<file path="config.mk">
export PLATFORM = sky130hd
export DESIGN_NAME = io_controller_gpio_flat
export DESIGN_NICKNAME = d
export VERILOG_FILES = /design/src/rtl/io_controller_gpio_pkg.sv /design/src/rtl/io_controller_gpio_if.sv /design/src/rtl/io_controller_gpio_pin_filter.sv /design/src/rtl/io_controller_gpio.sv /design/src/flat_wrapper.sv
export SDC_FILE = /design/constraint.sdc
export NUM_CORES = 1
export LEC_CHECK = 0
export CORE_AREA = 2 2 91 128
export DETAILED_ROUTE_END_ITERATION = 8
export DIE_AREA = 0 0 93 130
export SETUP_SLACK_MARGIN = 0.3
export SYNTH_ARGS = -nofsm -noshare
export SYNTH_HDL_FRONTEND = slang
export SYNTH_SLANG_ARGS = --single-unit
</file>
<file path="constraint.sdc">
create_clock -name clock -period 3.1 [get_ports clock]
set_input_delay 0.31 -clock clock [delete_from_list [all_inputs] [get_ports clock]]
set_output_delay 0.31 -clock clock [all_outputs]
set_load 0.005 [all_outputs]
</file>
<file path="src/rtl/io_controller_gpio_pkg.sv">
// Shared register-map constants for the memory-mapped GPIO controller.
// Build option: IO_DEBOUNCE_EN adds per-pin debounce filtering.
package io_pkg;

  localparam logic [2:0] REG_OUT     = 3'd0;
  localparam logic [2:0] REG_DIR     = 3'd1;
  localparam logic [2:0] REG_IN      = 3'd2;
  localparam logic [2:0] REG_STATUS  = 3'd3;
  localparam logic [2:0] REG_RISE_EN = 3'd4;
  localparam logic [2:0] REG_FALL_EN = 3'd5;

  localparam int REG_STRIDE = 8;
  localparam int MAX_PORTS  = 4;

endpackage

</file>
<file path="src/rtl/io_controller_gpio_if.sv">
// Register-bus bundle between memory_controller (master) and the GPIO block (slave).
interface io_controller_gpio_if #(
  parameter int ADDR_WIDTH = 5
);
  logic [ADDR_WIDTH-1:0] address;
  logic [31:0]           data_in;
  logic                  we;
  logic                  chip_select;
  logic [31:0]           data_out;

  modport master (output address, data_in, we, chip_select, input data_out);
  modport slave  (input address, data_in, we, chip_select, output data_out);
endinterface

</file>
<file path="src/rtl/io_controller_gpio_pin_filter.sv">
// Per-pin input path: two-flop synchroniser, optional debounce (IO_DEBOUNCE_EN),
// previous-value flop and qualified rise/fall detection.
module io_pin_filter #(
  parameter int DEBOUNCE_CYCLES = 4
) (
  input  logic clk_i,
  input  logic rst_ni,
  input  logic pin_i,
  output logic filt_o,
  output logic rise_o,
  output logic fall_o
);

  if (DEBOUNCE_CYCLES < 1) begin : g_bad_debounce
    $error("io_pin_filter: DEBOUNCE_CYCLES must be at least 1");
  end

  logic sync1_q, sync2_q, prev_q, first_q;
  logic filt;

  always_ff @(posedge clk_i or negedge rst_ni) begin
    if (!rst_ni) begin
      sync1_q <= 1'b0;
      sync2_q <= 1'b0;
      prev_q  <= 1'b0;
      first_q <= 1'b1;
    end else begin
      sync1_q <= pin_i;
      sync2_q <= sync1_q;
      prev_q  <= filt;
      first_q <= 1'b0;
    end
  end

`ifdef IO_DEBOUNCE_EN
  localparam int CW = $clog2(DEBOUNCE_CYCLES + 1);

  logic [CW-1:0] cnt_q, cnt_d;
  logic          filt_q, filt_d;

  // The counter tracks consecutive disagreeing cycles; the DEBOUNCE_CYCLES-th one commits.
  always_comb begin
    cnt_d  = '0;
    filt_d = filt_q;
    if (sync2_q != filt_q) begin
      if (cnt_q == CW'(DEBOUNCE_CYCLES - 1)) begin
        filt_d = sync2_q;
      end else begin
        cnt_d = cnt_q + 1'b1;
      end
    end
  end

  always_ff @(posedge clk_i or negedge rst_ni) begin
    if (!rst_ni) begin
      cnt_q  <= '0;
      filt_q <= 1'b0;
    end else begin
      cnt_q  <= cnt_d;
      filt_q <= filt_d;
    end
  end

  assign filt = filt_q;
`else
  assign filt = sync2_q;
`endif

  assign filt_o = filt;
  assign rise_o = ~first_q &  filt & ~prev_q;
  assign fall_o = ~first_q & ~filt &  prev_q;

endmodule

</file>
<file path="src/rtl/io_controller_gpio.sv">
// Memory-mapped GPIO controller: per-port OUT/DIR/IN/EDGE_STATUS/RISE_EN/FALL_EN
// registers, word-offset decode and a registered interrupt. Option: IO_DEBOUNCE_EN.
module io_controller_gpio
  import io_pkg::*;
#(
  parameter int NUM_PORTS       = 2,
  parameter int PORT_WIDTH      = 4,
  parameter int ADDR_WIDTH      = 5,
  parameter int DEBOUNCE_CYCLES = 4
) (
  input  logic                            clock,
  input  logic                            reset_n,
  io_controller_gpio_if.slave             bus,
  input  logic [NUM_PORTS*PORT_WIDTH-1:0] io_in,
  output logic [NUM_PORTS*PORT_WIDTH-1:0] io_out,
  output logic [NUM_PORTS*PORT_WIDTH-1:0] io_oe,
  output logic                            irq
);

  localparam int PW    = PORT_WIDTH;
  localparam int NPINS = NUM_PORTS * PORT_WIDTH;

  if (NUM_PORTS < 1 || NUM_PORTS > MAX_PORTS || PW < 1 || PW > 32 || ADDR_WIDTH < 5)
  begin : g_bad_params
    $error("io_controller_gpio: illegal parameter combination");
  end

  logic [1:0]       portSel;
  logic [2:0]       regSel;
  logic             portOk, wrEn, irq_q;
  logic [PW-1:0]    wrData;
  logic [NPINS-1:0] filt, rise, fall;
  logic [PW-1:0]    readVal [MAX_PORTS];
  logic [MAX_PORTS-1:0] statAny;
  logic             unusedData;

  assign portSel    = bus.address[4:3];
  assign regSel     = bus.address[2:0];
  assign portOk     = ({30'd0, portSel} < NUM_PORTS);
  assign wrEn       = bus.chip_select & bus.we & portOk;
  assign wrData     = bus.data_in[PW-1:0];
  assign unusedData = ^bus.data_in;

  for (genvar i = 0; i < NPINS; i++) begin : g_pin
    io_pin_filter #(.DEBOUNCE_CYCLES(DEBOUNCE_CYCLES)) u_filter (
      .clk_i  (clock),
      .rst_ni (reset_n),
      .pin_i  (io_in[i]),
      .filt_o (filt[i]),
      .rise_o (rise[i]),
      .fall_o (fall[i])
    );
  end

  for (genvar p = 0; p < MAX_PORTS; p++) begin : g_port
    if (p < NUM_PORTS) begin : g_live
      logic [PW-1:0] out_q, out_d, dir_q, dir_d, stat_q, stat_d;
      logic [PW-1:0] riseEn_q, riseEn_d, fallEn_q, fallEn_d;
      logic [PW-1:0] setMask, clrMask;
      logic          hit;

      assign hit     = wrEn && (portSel == 2'(p));
      assign setMask = (rise[p*PW +: PW] & riseEn_q) | (fall[p*PW +: PW] & fallEn_q);

      // A fresh edge event beats a simultaneous write-1-to-clear on the same bit.
      always_comb begin
        out_d    = out_q;
        dir_d    = dir_q;
        riseEn_d = riseEn_q;
        fallEn_d = fallEn_q;
        clrMask  = '0;
        if (hit) begin
          case (regSel)
            REG_OUT:     out_d    = wrData;
            REG_DIR:     dir_d    = wrData;
            REG_STATUS:  clrMask  = wrData;
            REG_RISE_EN: riseEn_d = wrData;
            REG_FALL_EN: fallEn_d = wrData;
            default:     ;
          endcase
        end
        stat_d = (stat_q & ~clrMask) | setMask;
      end

      always_ff @(posedge clock or negedge reset_n) begin
        if (!reset_n) begin
          out_q    <= '0;
          dir_q    <= '0;
          stat_q   <= '0;
          riseEn_q <= '0;
          fallEn_q <= '0;
        end else begin
          out_q    <= out_d;
          dir_q    <= dir_d;
          stat_q   <= stat_d;
          riseEn_q <= riseEn_d;
          fallEn_q <= fallEn_d;
        end
      end

      assign io_out[p*PW +: PW] = out_q;
      assign io_oe[p*PW +: PW]  = dir_q;
      assign statAny[p]         = |stat_q;
      assign readVal[p] = (regSel == REG_OUT)     ? out_q :
                          (regSel == REG_DIR)     ? dir_q :
                          (regSel == REG_IN)      ? filt[p*PW +: PW] :
                          (regSel == REG_STATUS)  ? stat_q :
                          (regSel == REG_RISE_EN) ? riseEn_q :
                          (regSel == REG_FALL_EN) ? fallEn_q : '0;
    end else begin : g_absent
      assign statAny[p] = 1'b0;
      assign readVal[p] = '0;
    end
  end

  always_comb begin
    bus.data_out = '0;
    if (bus.chip_select && portOk) begin
      bus.data_out[PW-1:0] = readVal[portSel];
    end
  end

  always_ff @(posedge clock or negedge reset_n) begin
    if (!reset_n) begin
      irq_q <= 1'b0;
    end else begin
      irq_q <= |statAny;
    end
  end

  assign irq = irq_q;

endmodule

</file>
<file path="src/flat_wrapper.sv">
// flat-port wrapper written by rule: the top's interface ports become plain ports
module io_controller_gpio_flat import io_pkg::*;
#(
  parameter int NUM_PORTS       = 2,
  parameter int PORT_WIDTH      = 4,
  parameter int ADDR_WIDTH      = 5,
  parameter int DEBOUNCE_CYCLES = 4
)
  (clock, reset_n, io_in, io_out, io_oe, irq, bus_address, bus_data_in, bus_we, bus_chip_select, bus_data_out);
  io_controller_gpio_if #(.ADDR_WIDTH(ADDR_WIDTH)) bus_i ();
  input  logic clock;
  input  logic reset_n;
  input  logic [NUM_PORTS*PORT_WIDTH-1:0] io_in;
  output logic [NUM_PORTS*PORT_WIDTH-1:0] io_out;
  output logic [NUM_PORTS*PORT_WIDTH-1:0] io_oe;
  output logic irq;
  input wire logic [$bits(bus_i.address)-1:0] bus_address;
  input wire logic [$bits(bus_i.data_in)-1:0] bus_data_in;
  input wire logic [$bits(bus_i.we)-1:0] bus_we;
  input wire logic [$bits(bus_i.chip_select)-1:0] bus_chip_select;
  output wire logic [$bits(bus_i.data_out)-1:0] bus_data_out;
  assign bus_i.address = bus_address;
  assign bus_i.data_in = bus_data_in;
  assign bus_i.we = bus_we;
  assign bus_i.chip_select = bus_chip_select;
  assign bus_data_out = bus_i.data_out;
  io_controller_gpio #(.NUM_PORTS(NUM_PORTS), .PORT_WIDTH(PORT_WIDTH), .ADDR_WIDTH(ADDR_WIDTH), .DEBOUNCE_CYCLES(DEBOUNCE_CYCLES)) u_core (.clock(clock), .reset_n(reset_n), .bus(bus_i), .io_in(io_in), .io_out(io_out), .io_oe(io_oe), .irq(irq));
endmodule
</file>
Word-level counts from Yosys, hierarchy flattened
Index checks and enable logic that the tools add are counted.

Bits in registers: 66. Bits in latches: 0. Memory bits (writable): 0. Memory bits (read-only): 0. Bits of input ports: 49. Memories: 0.

Add/subtract/negate cells: 0. $mul: 0. Divide/modulo/power cells: 0. $lt $le $gt $ge: 2. Eq/ne operators: 6. Shifts and indexed selects: 0. Multiplexer cells: 19. Bitwise gates (word level): 64. Reductions and logical operators: 14.

Operators with widths (count): 4-bit two-way mux (18); 1-bit bitwise AND (34); 4-bit bitwise AND (6); 1-bit NOT (17); 4-bit bitwise OR (4); 2-bit AND reduction (8); 4-bit binary-select mux with 2-bit select (1); 4-bit NOT (2); 8-bit OR reduction (1); 3-bit by 2-bit == test with 1-bit output, second input constant (2); 3-bit == test, second input constant (2); 3-bit by 1-bit == test with 1-bit output, second input constant (1); 3-bit greater-or-equal comparator, second input constant (1); 1-bit logical AND (3); 3-bit zero test (1); 2-bit NOT with 3-bit output (1); 2-bit by 1-bit == test with 1-bit output, second input constant (1); 2-bit zero test (1); 2-bit < comparator, second input constant (1).

Depth between registers and ports, before layout
Depth after elaboration: 11. Depth in mapped cells: 7. Depth with buffers taken out: 4.

Hierarchy
From an unflattened synthesis, not the netlist that was laid out.

Cells, all modules: 259. Area, all modules: 3398.3 um^2.

By module, submodules not included: io_controller_gpio (instances 1, cells each 203, area an instance 2437.3 um^2); io_pin_filter (instances 8, cells each 7, area an instance 120.1 um^2).

Worst setup path after synthesis
Ideal clock, no wire load.

Path kind: input to output. Start point: input bus_address[1]. End point: output bus_data_out[1]. Data arrival time: 1287 ps. Setup slack: 1503 ps. Stages: 6. Buffers on the path: 2. Cell sequence: buf_2 -> or2_1 -> buf_4 -> o221ai_1 -> a311o_1 -> and4_1.

Longest elaborated chain between the ends: 11.

Ends and longest elaborated chain: start, declared (RTL line flat_wrapper.sv:17) `input wire logic [$bits(bus_i.address)-1:0] bus_address;`; 3-bit == test (RTL line io_controller_gpio.sv:109) `(regSel == REG_FALL_EN) ? fallEn_q : '0;`; 4-bit two-way mux (RTL line io_controller_gpio.sv:109); 4-bit two-way mux (RTL line io_controller_gpio.sv:108) `(regSel == REG_RISE_EN) ? riseEn_q :`; 4-bit two-way mux (RTL line io_controller_gpio.sv:107) `(regSel == REG_STATUS) ? stat_q :`; 4-bit two-way mux (RTL line io_controller_gpio.sv:106) `(regSel == REG_IN) ? filt[p*PW +: PW] :`; 4-bit two-way mux (RTL line io_controller_gpio.sv:105) `(regSel == REG_DIR) ? dir_q :`; 4-bit two-way mux (RTL line io_controller_gpio.sv:104) `assign readVal[p] = (regSel == REG_OUT) ? out_q :`; 4-bit binary-select mux with 2-bit select (*) (RTL line io_controller_gpio.sv:119) `bus.data_out[PW-1:0] = readVal[portSel];`; 4-bit two-way mux (not written as such) (*) (2 in series) (RTL line io_controller_gpio.sv:119); 4-bit two-way mux (*) (RTL line io_controller_gpio.sv:118) `if (bus.chip_select && portOk) begin`; end, declared (RTL line flat_wrapper.sv:21) `output wire logic [$bits(bus_i.data_out)-1:0] bus_data_out;`.

Every way passes the cells marked *; elsewhere a longest branch is shown, timed or not. The select of a mux whose other input is x is not followed.

Worst setup path after layout
Start point: input bus_address[3]. End point: output bus_data_out[2].

Longest elaborated chain between the ends: 5.

Ends and longest elaborated chain (RTL line): 2-bit NOT with 3-bit output (not written as such) (io_controller_gpio.sv:119); 4-bit binary-select mux with 2-bit select (io_controller_gpio.sv:119); 4-bit two-way mux (not written as such) (2 in series) (io_controller_gpio.sv:119); 4-bit two-way mux (*) (io_controller_gpio.sv:118).

Marked as above.

==> results_tabular.tex <==
\begin{tabular}{lr}
\hline
Metric & Value \\
\hline
\multicolumn{2}{l}{\textbf{Die}} \\
Placeable core region & 11100 um\^{}2 \\
Die height & 130 um \\
Die outline area & 12100 um\^{}2 \\
Number of placement rows & 46 \\
I/O pin count & 98 \\
Width of the chip & 93 um \\
Initial core utilization & 0.292 \\
\multicolumn{2}{l}{\textbf{Yosys}} \\
Ys flop type & sky130\_fd\_sc\_hd\_\_dfrtp\_1 \\
Summed instance area of the synthesized netlist & 3230 um\^{}2 \\
Count of different cell masters after synthesis & 47 \\
Number of enable-type register cells in the synthesized netlist & 0 \\
Mean area per synthesized cell & between 10 and 15 um\^{}2 \\
Total of flip-flops plus latches after synthesis & 66 \\
Sequential fraction of the synthesis area & 0.512 \\
Number of warnings issued by yosys & 0 \\
Share of synthesized flip-flops with an asynchronous set or reset & 1.00 \\
Post-synthesis cell count & 282 \\
\multicolumn{2}{l}{\textbf{Route}} \\
Average wire length per cell after detail routing & 15.6 um \\
Router iterations before antenna repair & 4 \\
Antenna viol nets, final & 0 \\
Post-Route WL & 7460 um \\
Number of violations reported at the end of detailed-routing iteration 0 & 123 \\
Ratio of routed vias to standard cells & roughly 4.6 \\
\# DRC & 0 \\
Total via count after detailed routing & 2212 \\
\multicolumn{2}{l}{\textbf{Global route}} \\
Most utilized layer in the global route result & met2 \\
Maximum number of pins on one net before global-route repair & 51 \\
Global-route total usage across every layer & 0.131 \\
Global routing met3 resource utilization & 0.0341 \\
Met1 Resource Use GR & 0.151 \\
Initial antenna violation count & 0 \\
Number of global-route vias before repair & 2224 \\
Met2 track demand over resource & 0.227 \\
Leftover overflow at the end of global routing & 0 \\
Global-route wire length before repair & between 10000 and 15000 um \\
\multicolumn{2}{l}{\textbf{Power and ir drop}} \\
Maximum VDD drop & around 0.38 mV \\
Sequential fraction of design power & 0.437 \\
Clock network fraction of total power & 0.429 \\
Switching part of the total & 0.236 \\
LEAKAGE & 1.76 nW \\
Psw & around 0.55 mW \\
Combinational fraction of design power & 0.135 \\
Internal power summed over all cells & 1.79 mW \\
Total power per unit cell area & 588 nW/um\^{}2 \\
\multicolumn{2}{l}{\textbf{STA}} \\
Count of final setup violators & 0 \\
Clk\_skew & 0.00614 ns \\
Pins over their slew limit & 0 \\
Final critical-path share of the clock period & 0.841 \\
Final worst slack & just under 0.5 ns \\
Least-Margin Pin Slew & 0.628 ns \\
Setup TNS Final & 0 ns \\
Hold WS & 0.344 ns \\
Highest clock rate & 0.383 GHz \\
Slew margin rel. & 0.581 \\
Final min period & 2.61 ns \\
Unrepaired setup endpoints after global routing & no \\
Hold Violations, Final & 0 \\
\multicolumn{2}{l}{\textbf{Worst setup path}} \\
Most numerous cell on the critical path & sky130\_fd\_sc\_hd\_\_clkdlybuf4s50\_1 \\
Critical-path top delay cell & sky130\_fd\_sc\_hd\_\_clkdlybuf4s50\_1 \\
CP delay by family, top & buffers and inverters \\
Critical Path Sink Type & primary output \\
Critical path class & in2out \\
Maximum cell stage delay along the critical path & 0.75 ns \\
Crit path capture & bus\_data\_out[2] \\
WP data arrival & 2.30 ns \\
Reg-to-Reg End & u\_core.irq\$\_DFF\_PN0\_ \\
Worst R2R Setup Slack & 2.04 ns \\
Worst path bufs/invs & 3 \\
Depth of the most critical reg-to-reg path & 2 \\
Critical R2R Launch & u\_core.g\_port[1].g\_live.stat\_q[1]\$\_DFF\_PN0\_ \\
Launching instance or port of the critical path & bus\_address[3] \\
Worst-path cell chain & clkdlybuf4s50\_1 -> buf\_4 -> a21oi\_1 -> o221a\_2 -> nor3\_1 -> clkdlybuf4s50\_1 \\
Critical path depth & 6 \\
Critical Path Source Type & input pin \\
CP required & 2.79 ns \\
Crit path max fanout & 10 \\
\multicolumn{2}{l}{\textbf{Finish}} \\
Area grow syn2layout & 23.6\% \\
Filler cell count in the final layout & 1110 \\
Antenna diode count & 0 \\
Final instance area & 3990 um\^{}2 \\
Fraction of final layout cells sized beyond drive strength 1 & 0.216 \\
Number of nets in the layout & about 380 \\
\multicolumn{2}{l}{\textbf{Clocking}} \\
Clock sink count & 66 \\
CTS H-tree lvls & 3 \\
Maximum count of clock buffers along a single path & 2 \\
Worst-Skew Late Latency & around 0.33 ns \\
Clock slew at reported path FFs & 0.05 ns \\
Post-CTS setup buffer count & 0 \\
Number of buffers inserted during clock tree synthesis & 9 \\
Clock root buffer & sky130\_fd\_sc\_hd\_\_clkbuf\_16 \\
CTS tree & yes \\
\multicolumn{2}{l}{\textbf{Min path}} \\
Startpoint of the worst hold path & u\_core.g\_pin[6].u\_filter.sync1\_q\$\_DFF\_PN0\_ \\
Class of the tightest hold or removal check & reg2reg \\
\multicolumn{2}{l}{\textbf{Place}} \\
Placed standard-cell area & approximately 3700 um\^{}2 \\
Routability-driven placement congestion ratio & 0.847 \\
\# port buffers & roughly 40 \\
Half-perimeter wire length of the detailed placement result & 5470 um \\
Worst slack, placed & 0.312 ns \\
\multicolumn{2}{l}{\textbf{Run}} \\
\# Max-Cap Violations & 0 \\
\multicolumn{2}{l}{\textbf{Run status}} \\
Run status & complete, no violations \\
\hline
\end{tabular}
state kept, by name, indices dropped and copies added, names as in the netlist:
| signal | cells |
|---|---|
| u_core.g_port.g_live.fallEn_q | 8 |
| u_core.g_port.g_live.riseEn_q | 8 |
| u_core.g_pin.u_filter.prev_q | 8 |
| u_core.g_pin.u_filter.sync1_q | 8 |
| u_core.g_pin.u_filter.filt_o | 8 |
| u_core.g_port.g_live.dir_q | 8 |
| u_core.irq | 1 |
| u_core.g_port.g_live.stat_q | 8 |
| u_core.g_pin.u_filter.first_q | 1 |
| u_core.g_port.g_live.out_q | 8 |
metrics by stage:
stage | instances | utilization | total power, mW
6_report | 477 | 0.361 | 2.34
5_1_grt | 477 | 0.361 | 2.45
4_1_cts | 477 | 0.360 | 2.37
3_5_place_dp | 460 | 0.331 | 1.35
3_3_place_gp | 460 | 0.331 | 1.35
2_1_floorplan | 310 | - | 1.21
cells in the mapped netlist, types with 2 or more instances:
cell                         n  share of area
sky130_fd_sc_hd__nand2_1    28          0.033
sky130_fd_sc_hd__nand3b_1    4         0.0093
sky130_fd_sc_hd__clkbuf_1    5         0.0058
sky130_fd_sc_hd__o221a_2     2         0.0070
sky130_fd_sc_hd__o22ai_1     2         0.0039
sky130_fd_sc_hd__mux2_4      4          0.019
sky130_fd_sc_hd__inv_1       9          0.010
sky130_fd_sc_hd__o221ai_1    2         0.0054
sky130_fd_sc_hd__mux2_2     32           0.11
sky130_fd_sc_hd__buf_2       3         0.0047
sky130_fd_sc_hd__and3_1      2         0.0039
sky130_fd_sc_hd__buf_6       6          0.021
sky130_fd_sc_hd__o21ai_0     4         0.0062
sky130_fd_sc_hd__mux2i_1     7          0.022
sky130_fd_sc_hd__nand2b_1    2         0.0039
sky130_fd_sc_hd__nor4_1      3         0.0058
sky130_fd_sc_hd__nor3_1      8          0.012
sky130_fd_sc_hd__a21oi_1     8          0.012
sky130_fd_sc_hd__o2bb2ai_1   8          0.022
sky130_fd_sc_hd__nor2_1     14          0.016
sky130_fd_sc_hd__a31oi_1     7          0.014
sky130_fd_sc_hd__dfrtp_1    65           0.50
sky130_fd_sc_hd__a22oi_1     3         0.0070
sky130_fd_sc_hd__buf_4      29          0.067
sky130_fd_sc_hd__nor2b_1     3         0.0058
per-layer routing:
layer	vias to the layer above	part of all wire
met5	-	0
met4	0	0.018
met3	12	0.039
met2	70	0.53
met1	1103	0.41
li1	1027	-
logic make-up after synthesis:
kind of cell / after synthesis / share of synthesized area
buf+inv: 54 / 0.112
flops: 66 / 0.512
other cells: 1 / 0.00116
simple gates: 75 / 0.128
compound gates: 43 / 0.0954
mux: 43 / 0.152
cells in the final DEF, fill, tap and decap left out, types with 3 or more instances in the layout:
master	synthesis	final
sky130_fd_sc_hd__o21ai_0	4	4
sky130_fd_sc_hd__a31oi_1	7	7
sky130_fd_sc_hd__conb_1	1	29
sky130_fd_sc_hd__nand2_1	28	28
sky130_fd_sc_hd__a22oi_1	3	3
sky130_fd_sc_hd__nand3b_1	4	4
sky130_fd_sc_hd__inv_1	9	9
sky130_fd_sc_hd__mux2_4	4	4
sky130_fd_sc_hd__a21oi_1	8	8
sky130_fd_sc_hd__clkbuf_1	5	3
sky130_fd_sc_hd__dlymetal6s2s_1	0	3
sky130_fd_sc_hd__mux2_2	32	32
sky130_fd_sc_hd__clkbuf_16	0	9
sky130_fd_sc_hd__mux2i_1	7	7
sky130_fd_sc_hd__clkdlybuf4s50_1	0	37
sky130_fd_sc_hd__nor2b_1	3	3
sky130_fd_sc_hd__nor4_1	3	3
sky130_fd_sc_hd__o2bb2ai_1	8	8
sky130_fd_sc_hd__nor2_1	14	14
sky130_fd_sc_hd__buf_4	29	8
sky130_fd_sc_hd__dfrtp_1	65	65
sky130_fd_sc_hd__nor3_1	8	7
cell type report:
class / instances / area, um^2 / area share
Multi-Input combinational cell: 190 / 1320 / 0.332
Clock inverter: 2 / 35.0 / 0.00879
Inverter: 10 / 37.5 / 0.00941
Sequential cell: 66 / 1650 / 0.414
Clock buffer: 14 / 264 / 0.0662
Timing Repair Buffer: 51 / 494 / 0.124
Tap cell: 144 / 180 / 0.0452
power groups by stage:
| stage | registers (mW) | clock network (mW) | logic [mW] |
|---|---|---|---|
| 2_1_floorplan | 1.01 | 0 | 0.199 |
| 3_3_place_gp | 1.03 | 0 | 0.311 |
| 3_5_place_dp | 1.04 | 0 | 0.315 |
| 4_1_cts | 1.02 | 1.03 | 0.318 |
| 5_1_grt | 1.03 | 1.07 | 0.348 |
| 6_report | 1.02 | 1.00 | 0.316 |
worst register-to-register path, stage by stage, from the launching register on:
cell                      delay, ns
sky130_fd_sc_hd__dfrtp_1       0.40
sky130_fd_sc_hd__nor4_1        0.41
sky130_fd_sc_hd__nand2_1       0.12
repair_timing:
action / 4_1_cts / 5_1_grt
endpoints found under the setup margin: 1 / 4
endpoints found under the hold margin: 16 / 0
hold buffers: 1 / 0
resized for setup: 1 / 4
worst min-delay path by stage:
stage / endpoint / slack [ns] / cells past startpoint
detailed placement: u_core.g_port[1].g_live.out_q[0]$_DFFE_PN0P_ / 0.26 / 1
global placement: u_core.g_port[1].g_live.out_q[0]$_DFFE_PN0P_ / 0.24 / 1
CTS: u_core.g_pin[6].u_filter.filt_o$_DFF_PN0_ / 0.35 / 0
global route: u_core.g_pin[6].u_filter.filt_o$_DFF_PN0_ / 0.35 / 0
floorplan: u_core.g_pin[0].u_filter.filt_o$_DFF_PN0_ / 0.01 / 0
finish: u_core.g_pin[6].u_filter.filt_o$_DFF_PN0_ / 0.34 / 0
No activity file was read; power rests on OpenSTA's default activity.
